<file path="src/rtl/keccak_pkg.sv">
// Shared constants and FSM state encoding for the Keccak-f[1600] sponge controller.
// Latency: none (declarations only).
// Backpressure: not applicable.
package keccak_pkg;

   localparam int NUM_ROUNDS = 24;    // rounds per Keccak-f[1600] permutation
   localparam int ROUND_W    = 5;     // width of a round index (0..23)
   localparam int RATE_W     = 1088;  // rate block width absorbed per handshake
   localparam int STATE_W    = 1600;  // full sponge state width

   typedef enum logic [1:0] {
      IDLE     = 2'd0,
      WAIT_BLK = 2'd1,
      PERMUTE  = 2'd2,
      DONE     = 2'd3
   } ctrl_state_t;

endpackage

</file>
<file path="src/rtl/keccak_sponge_ctrl_if.sv">
// Bundle of the requester handshake, datapath enables and status of the sponge controller.
// Latency: none (wiring only).
// Backpressure: blk_ready is driven by the controller; the requester holds blk_valid until it sees it.
//
// Modports:
//   slave  - the controller: samples start/blk_valid/blk_last/digest_ack, drives everything else.
//   master - the requester/consumer side: the mirror image.
interface keccak_sponge_ctrl_if #(
   parameter int CNT_W = 16
);
   import keccak_pkg::*;

   logic               start;
   logic               blk_valid;
   logic               blk_last;
   logic               blk_ready;
   logic               dp_state_clr;
   logic               dp_absorb_en;
   logic               dp_step_en;
   logic [ROUND_W-1:0] dp_round_idx;
   logic               digest_valid;
   logic               digest_ack;
   logic               busy;
   logic [CNT_W-1:0]   blk_count;
   logic [31:0]        cycle_count;

   modport slave (
      input  start, blk_valid, blk_last, digest_ack,
      output blk_ready, dp_state_clr, dp_absorb_en, dp_step_en, dp_round_idx,
             digest_valid, busy, blk_count, cycle_count
   );

   modport master (
      output start, blk_valid, blk_last, digest_ack,
      input  blk_ready, dp_state_clr, dp_absorb_en, dp_step_en, dp_round_idx,
             digest_valid, busy, blk_count, cycle_count
   );

endinterface

</file>
<file path="src/rtl/keccak_sponge_ctrl.sv">
// Sequencing controller for the unrolled Keccak-f[1600] datapath (absorb stage, round chain, state reg).
// Latency: 24/UNROLL step cycles per block including the absorb cycle; digest_valid the cycle after the last step.
// Backpressure: blk_ready only in WAIT_BLK; blk_valid elsewhere is ignored; digest_valid holds until digest_ack.
//
// Ports: clk, reset (synchronous, active-high), bus (keccak_sponge_ctrl_if.slave).
// Optional build macro KECCAK_CTRL_PERF_EN enables the cycle_count performance counter;
// without it cycle_count is tied to zero.
// UNROLL must divide 24 so the round counter lands exactly on 24-UNROLL.
module keccak_sponge_ctrl
   import keccak_pkg::*;
#(
   parameter int UNROLL = 2,
   parameter int CNT_W  = 16
) (
   input  logic                 clk,
   input  logic                 reset,
   keccak_sponge_ctrl_if.slave  bus
);

   localparam logic [ROUND_W-1:0] STEP     = ROUND_W'(UNROLL);
   localparam logic [ROUND_W-1:0] LAST_IDX = ROUND_W'(NUM_ROUNDS - UNROLL);
   // With full unroll the absorb cycle is also the whole permutation.
   localparam bit                 ONE_SHOT = (UNROLL == NUM_ROUNDS);

   ctrl_state_t        state;
   logic [ROUND_W-1:0] round_q;
   logic               last_q;
   logic [CNT_W-1:0]   blk_count_q;

   logic handshake;
   logic start_ok;

   // Mealy terms are masked by reset so a reset cycle never leaks an enable.
   assign handshake = (state == WAIT_BLK) & bus.blk_valid & ~reset;
   assign start_ok  = (state == IDLE) & bus.start & ~reset;

   always_ff @(posedge clk) begin
      if (reset) begin
         state       <= IDLE;
         round_q     <= '0;
         last_q      <= 1'b0;
         blk_count_q <= '0;
      end else begin
         case (state)
            IDLE: begin
               if (bus.start) begin
                  state       <= WAIT_BLK;
                  blk_count_q <= '0;
               end
            end
            WAIT_BLK: begin
               if (bus.blk_valid) begin
                  last_q <= bus.blk_last;
                  if (blk_count_q != '1)
                     blk_count_q <= blk_count_q + CNT_W'(1);
                  if (ONE_SHOT) begin
                     round_q <= '0;
                     state   <= bus.blk_last ? DONE : WAIT_BLK;
                  end else begin
                     round_q <= STEP;
                     state   <= PERMUTE;
                  end
               end
            end
            PERMUTE: begin
               if (round_q == LAST_IDX) begin
                  round_q <= '0;
                  state   <= last_q ? DONE : WAIT_BLK;
               end else begin
                  round_q <= round_q + STEP;
               end
            end
            DONE: begin
               // A start arriving with the ack is dropped: only IDLE honours start.
               if (bus.digest_ack)
                  state <= IDLE;
            end
            default: state <= IDLE;
         endcase
      end
   end

   assign bus.blk_ready    = (state == WAIT_BLK);
   assign bus.digest_valid = (state == DONE);
   assign bus.busy         = (state != IDLE);
   assign bus.dp_state_clr = start_ok;
   assign bus.dp_absorb_en = handshake;
   assign bus.dp_step_en   = handshake | (state == PERMUTE);
   // round_q is zero in WAIT_BLK, so the absorb cycle always reports round 0.
   assign bus.dp_round_idx = (state == PERMUTE) ? round_q : '0;
   assign bus.blk_count    = blk_count_q;

`ifdef KECCAK_CTRL_PERF_EN
   logic [31:0] cycle_q;

   always_ff @(posedge clk) begin
      if (reset)
         cycle_q <= '0;
      else if (start_ok)
         cycle_q <= '0;
      else if (((state == WAIT_BLK) || (state == PERMUTE)) && (cycle_q != '1))
         cycle_q <= cycle_q + 32'd1;
   end

   assign bus.cycle_count = cycle_q;
`else
   assign bus.cycle_count = '0;
`endif

endmodule
</file>
<file path="src/flat_wrapper.sv">
// flat-port wrapper written by rule: the top's interface ports become plain ports
module keccak_sponge_ctrl_flat import keccak_pkg::*;
#(
   parameter int UNROLL = 2,
   parameter int CNT_W  = 16
)
  (clk, reset, bus_start, bus_blk_valid, bus_blk_last, bus_digest_ack, bus_blk_ready, bus_dp_state_clr, bus_dp_absorb_en, bus_dp_step_en, bus_dp_round_idx, bus_digest_valid, bus_busy, bus_blk_count, bus_cycle_count);
  keccak_sponge_ctrl_if #(.CNT_W(CNT_W)) bus_i ();
  input  logic clk;
  input  logic reset;
  input wire logic [$bits(bus_i.start)-1:0] bus_start;
  input wire logic [$bits(bus_i.blk_valid)-1:0] bus_blk_valid;
  input wire logic [$bits(bus_i.blk_last)-1:0] bus_blk_last;
  input wire logic [$bits(bus_i.digest_ack)-1:0] bus_digest_ack;
  output wire logic [$bits(bus_i.blk_ready)-1:0] bus_blk_ready;
  output wire logic [$bits(bus_i.dp_state_clr)-1:0] bus_dp_state_clr;
  output wire logic [$bits(bus_i.dp_absorb_en)-1:0] bus_dp_absorb_en;
  output wire logic [$bits(bus_i.dp_step_en)-1:0] bus_dp_step_en;
  output wire logic [$bits(bus_i.dp_round_idx)-1:0] bus_dp_round_idx;
  output wire logic [$bits(bus_i.digest_valid)-1:0] bus_digest_valid;
  output wire logic [$bits(bus_i.busy)-1:0] bus_busy;
  output wire logic [$bits(bus_i.blk_count)-1:0] bus_blk_count;
  output wire logic [$bits(bus_i.cycle_count)-1:0] bus_cycle_count;
  assign bus_i.start = bus_start;
  assign bus_i.blk_valid = bus_blk_valid;
  assign bus_i.blk_last = bus_blk_last;
  assign bus_i.digest_ack = bus_digest_ack;
  assign bus_blk_ready = bus_i.blk_ready;
  assign bus_dp_state_clr = bus_i.dp_state_clr;
  assign bus_dp_absorb_en = bus_i.dp_absorb_en;
  assign bus_dp_step_en = bus_i.dp_step_en;
  assign bus_dp_round_idx = bus_i.dp_round_idx;
  assign bus_digest_valid = bus_i.digest_valid;
  assign bus_busy = bus_i.busy;
  assign bus_blk_count = bus_i.blk_count;
  assign bus_cycle_count = bus_i.cycle_count;
  keccak_sponge_ctrl #(.UNROLL(UNROLL), .CNT_W(CNT_W)) u_core (.clk(clk), .reset(reset), .bus(bus_i));
endmodule
</file>
<file path="config.mk">
export PLATFORM = sky130hd
export DESIGN_NAME = keccak_sponge_ctrl_flat
export DESIGN_NICKNAME = d
export VERILOG_FILES = /design/src/rtl/keccak_pkg.sv /design/src/rtl/keccak_sponge_ctrl_if.sv /design/src/rtl/keccak_sponge_ctrl.sv /design/src/flat_wrapper.sv
export SDC_FILE = /design/constraint.sdc
export NUM_CORES = 1
export LEC_CHECK = 0
export CAP_MARGIN = 40
export CORE_MARGIN = 5
export CORE_UTILIZATION = 39
export CTS_BUF_LIST = sky130_fd_sc_hd__clkbuf_4
export CTS_CLUSTER_SIZE = 14
export DETAILED_ROUTE_END_ITERATION = 7
export GPL_ROUTABILITY_DRIVEN = 0
export PLACE_DENSITY = 0.74
export SYNTH_ARGS = -nofsm -noshare
export SYNTH_HDL_FRONTEND = slang
export SYNTH_SLANG_ARGS = --single-unit
</file>
<file path="constraint.sdc">
create_clock -name clk -period 2.11 [get_ports clk]
set_input_delay 0.422 -clock clk [delete_from_list [all_inputs] [get_ports clk]]
set_output_delay 0.422 -clock clk [all_outputs]
set_load 0.01 [all_outputs]
</file>
### Word level (Yosys, flattened, before mapping)

Index checks and enable logic that the tools add are counted.

| storage, ports and cells | value |
|---|---|
| output and inout port bits | 59 |
| word-level logic and storage cells | 44 |
| flip-flop bits (word level) | 24 |
| input port bits | 6 |

| cells by class | value |
|---|---|
| add/sub/neg operators | 2 |
| reductions and logical operators | 8 |
| bitwise gates (word level) | 6 |
| mux-type cells | 14 |
| equal/unequal tests | 10 |

Operator list:

| cell | number |
|---|---|
| $mux 16 | 3 |
| $pmux 16 s2 | 1 |
| $add 16x1->16 const B | 1 |
| $ne 16x16->1 const B | 1 |
| $mux 5 | 3 |
| $mux 2 | 5 |
| $pmux 5 s2 | 1 |
| $pmux 2 s4 | 1 |
| $reduce_and 4->1 | 2 |
| $ne 2x2->1 const B | 3 |
| $reduce_bool 2->1 | 3 |
| $add 5x2->5 const B | 1 |
| $eq 5x5->1 const B | 1 |
| $and 1x1->1 | 4 |
| $eq 2x2->1 const B | 2 |
| $ne 2x1->1 const B | 2 |
| $reduce_and 2->1 | 2 |
| $eq 2x1->1 const B | 1 |
| $logic_not 2->1 | 1 |
| $not 1->1 | 1 |
| $or 1x1->1 | 1 |

### Longest topological paths before layout

| depth | value |
|---|---|
| word-level depth | 4 |
| mapped depth | 8 |
| gate-level depth less buffers | 6 |

### Worst setup path before layout

No wires, ideal clock.

| path | value |
|---|---|
| path type | flip-flop to flip-flop |
| start point | register u_core.blk_count_q[0] (netlist: u_core.bus.blk_count[0]) |
| end point | register u_core.blk_count_q[13] (netlist: u_core.bus.blk_count[13]) |
| buffers on the path | 0 |
| arrival | 1.742 ns |
| data required time | 2.039 ns |
| cell stages (with the launch flop) | 7 |
| slack | 0.297 ns |
| setup time | 0.071 ns |
| clock period less this slack | 1.813 ns |
| cell sequence | dfxtp_1 ha_1 and3_1 and3_4 a31oi_4 or3b_1 a21oi_1 |

| on the way | value |
|---|---|
| word-level cells in the longest chain between the ends | 4 |
| elaborated cells on any way between the ends | 7 |
| classes of those cells | add/sub: 1; eq/ne: 2; mux: 3; reduce/logical: 1 |

Ends and longest elaborated chain:

| item | RTL line | text |
|---|---|---|
| from (decl) | keccak_sponge_ctrl.sv:28 | `logic [CNT_W-1:0] blk_count_q;` |
| from (signal assigned) | keccak_sponge_ctrl.sv:55 | `blk_count_q <= blk_count_q + CNT_W'(1);` |
| $add 16x1->16 | keccak_sponge_ctrl.sv:55 |  |
| $mux 16 | keccak_sponge_ctrl.sv:54 | `if (blk_count_q != '1)` |
| $mux 16 | keccak_sponge_ctrl.sv:52 | `if (bus.blk_valid) begin` |
| $pmux 16 s2 | keccak_sponge_ctrl.sv:44 | `case (state)` |

Parallel ways exist; a longest one is shown, timed or not. The select of a mux whose other input is x is not followed.
A chain may end at the register's enable or synchronous reset.

### Worst setup path after layout

| path | value |
|---|---|
| start point | register u_core.state[0] |
| end point | output port bus_digest_valid |

| on the way | value |
|---|---|
| word-level cells in the longest chain between the ends | 1 |

Ends and longest elaborated chain:

| item | RTL line | text |
|---|---|---|
| from (decl) | keccak_sponge_ctrl.sv:25 | `ctrl_state_t state;` |
| from (signal assigned) | keccak_sponge_ctrl.sv:58 | `state <= bus.blk_last ? DONE : WAIT_BLK;` |
| from (signal assigned) | keccak_sponge_ctrl.sv:68 | `state <= last_q ? DONE : WAIT_BLK;` |
| $eq 2x2->1 | keccak_sponge_ctrl.sv:84 | `assign bus.digest_valid = (state == DONE);` |
| to (decl) | flat_wrapper.sv:20 | `output wire logic [$bits(bus_i.digest_valid)-1:0] bus_digest_valid;` |

Every way passes these cells.

==> flow_summary.toml <==
[grt]
antenna_found_initial = 0
met3_usage_pct = 3.38
use_met2_pct = 21.7
grt_max_degree = 13
grt_pass1_wl_um = 5680
top_usage_layer = "met2"
use_met1_pct = 16.9
grt_pass1_vias = 1219
grt_overflow_total = 0
gr-usage-all-layers_pct = 12.9

[timing]
finalSetupTns_ns = 0
setup_viol = 0
period_needed_ns = 1.95
finalCritPeriodShare_pct = 92.6
rsz0062_at_grt = "no"
finalMaxSlewViolations = 0
hold_violations = 0
finClkSkew_ns = 0.00166
worst_slack_ns = 0.156
fmax_mhz = 512

[final_layout]
fin_area_um2 = 1940
utilization_pct = 48.5
antenna_cells = 0
area_growth_pct = 21.2
fillers = 412
layout-drive-gt1-share_pct = 14.9
nets = 244

[yosys]
synth.top_cell.area_share_pct = 28.8
synth_warnings = 0
syn_avg_cell_area_um2 = 8.12
ys_seq_area_share_pct = 28.8
synth_area_leaders = "dfxtp_1, buf_4, a21oi_1, nor2_1, o21ai_0"
netlist_area_um2 = 1600
yosys_register_bits = 23
netlist_instances = 197
synth.distinct_cells = 42
yosysTopAreaCell = "dfxtp_1"

[place]
io_buffers = 31
dpl.hpwl_um = 2830
place_area_um2 = 1880
pre_cts_ws_ns = -0.0600

[pwr]
p_leak_uw = 0.000813
clock_power_share_pct = 21.7
power_switching_uw = 319
pwr_density_cell_nw_per_um2 = 502
power_frac_comb_pct = 30.6
p_sw_share_pct = 32.8
vdd_drop_max_mv = 0.261
power_uw = 973
intPower_uw = 654
p_seq_share_pct = 47.7

[job]
drv_cap = 0

[worst_hold_path]
hold_path.class = "reg -> reg"

[drt]
vias = 1410
firstDrtPassIters = 4
drt_iter0_markers = 72
wire_per_inst_um = 12.8
drcViolationCount = 0
detail_route.vias_per_cell = 4.95
drt_wl_total_um = 3660
ant_nets = 0

[floorplanning]
start_util_pct = 40.0
rows = 23
io_pins = 65
die_w_um = 74.1
coreArea_um2 = 4000
die_area_um2 = 5480
die_y_um = 74.1

[clocking]
clkTransAtPathRegs_ns = 0.12
cts_tree = "built"
cts_root_buffer = "clkbuf_4"
cts_sinks = 23
hold_buffers = 0
h-tree-depth = 1
clock_path_buffers = 2
cts_made_buffers = 3
clk_latency_ns = 0.30

[run_status]
run_status = "finished, final reports clean"

[critical_path]
worstSetupPathType = "reg -> out"
required_ns = 1.69
critPathArrivalTime_ns = 1.53
endpoint_kind = "output port"
startpoint_type = "flip-flop"
crit_fanout = 6
## path summary, 6_finish.rpt
kind | start | depth (start not counted) | slack, ns | end
max | u_core.state[0] | 3 | 0.16 | bus_digest_valid
min | u_core.last_q | 2 | 0.47 | u_core.last_q
max reg2reg | u_core.bus.blk_count[1] | 7 | 0.16 | u_core.bus.blk_count[3]
min reg2reg | u_core.last_q | 2 | 0.47 | u_core.last_q
## final cells by class
class | count | area, µm² | share of cell area [%]
multi-input cells | 160 | 942 | 48.6
flip-flops and latches | 23 | 463 | 23.9
repair buffers | 43 | 410 | 21.2
well taps | 50 | 62.6 | 3.23
inverters | 5 | 31.3 | 1.61
clock buffers | 4 | 30.0 | 1.55
## cell usage in the layout, fill, tap and decap left out, types with 4 or more instances in the layout
cell type	n
conb_1	33
clkdlybuf4s50_1	24
a41oi_1	4
dfxtp_1	21
inv_1	4
clkbuf_4	4
nor3_1	9
a311oi_1	4
nand3_1	9
dlymetal6s2s_1	5
buf_4	12
nor2_1	15
and2_1	6
a31oi_1	6
a21oi_1	16
o21ai_0	10
nand2_1	10
## cell usage after synthesis
cell type / instances
buf_4: 33
dfxtp_1: 23
nor2_1: 17
a21oi_1: 16
nand2_1: 10
o21ai_0: 10
nand3_1: 9
nor3_1: 9
a31oi_1: 6
and2_1: 6
a311oi_1: 4
a41oi_1: 4
clkbuf_1: 4
inv_1: 4
and3_1: 3
buf_6: 3
mux2i_1: 3
a211oi_1: 2
a31o_2: 2
a31oi_4: 2
and3_4: 2
ha_1: 2
nand2_2: 2
nand2b_1: 2
nor2b_1: 2
a2111oi_2: 1
a22oi_1: 1
and4_1: 1
buf_2: 1
clkinv_8: 1
conb_1: 1
nand2b_2: 1
nand4_1: 1
nand4b_1: 1
nor3_2: 1
nor3b_1: 1
nor4_2: 1
o211a_1: 1
o31ai_1: 1
or2_1: 1
or3b_1: 1
or4b_1: 1
## registers in the layout, summed over array words and instances, names as in the netlist
register              count
u_core.last_q             1
u_core.state              2
u_core.round_q            4
u_core.bus.blk_count     16
## worst max-delay path, stage by stage, from the launching register on
cell and delay [ns]:
dfxtp_2 0.43, buf_4 0.17, and2_1 0.11, clkdlybuf4s50_1 0.53
## through the flow
stage / cells / hold WS (ns)
finish: 285 / 0.474
global route: 285 / 0.490
CTS: 285 / 0.471
detailed placement: 281 / 0.453
global placement: 281 / 0.453
floorplan: 229 / 0.436
## logic make-up after synthesis
group                    synth area share [%]
flip-flops                               28.8
buffers and inverters                    20.8
AND/OR/NAND/NOR                          24.7
other                                   0.234
adder cells (fa/ha/maj)                  1.56
AO/OA/AOI/OAI                            22.0
multiplexers                             1.88
## timing repair
item	CTS	global route
cloned	0	0
setup buffers	0	0
gates resized for setup	6	8
setup endpoints to repair	7	5
## per-layer routing
layer / share of wire [%] / vias to the layer above
li1: - / 718
met4: 0.57 / 0
met2: 47 / 43
met1: 44 / 647
met3: 8.7 / 2
met5: 0 / -
## power by group through the flow
stage / registers (µW) / logic [µW] / clock network, µW
floorplan: 466 / 250 / 0
finish: 464 / 297 / 211
detailed placement: 471 / 291 / 0
global placement: 470 / 290 / 0
global route: 466 / 327 / 237
CTS: 462 / 292 / 227
Power figures use the tool's default switching activity.
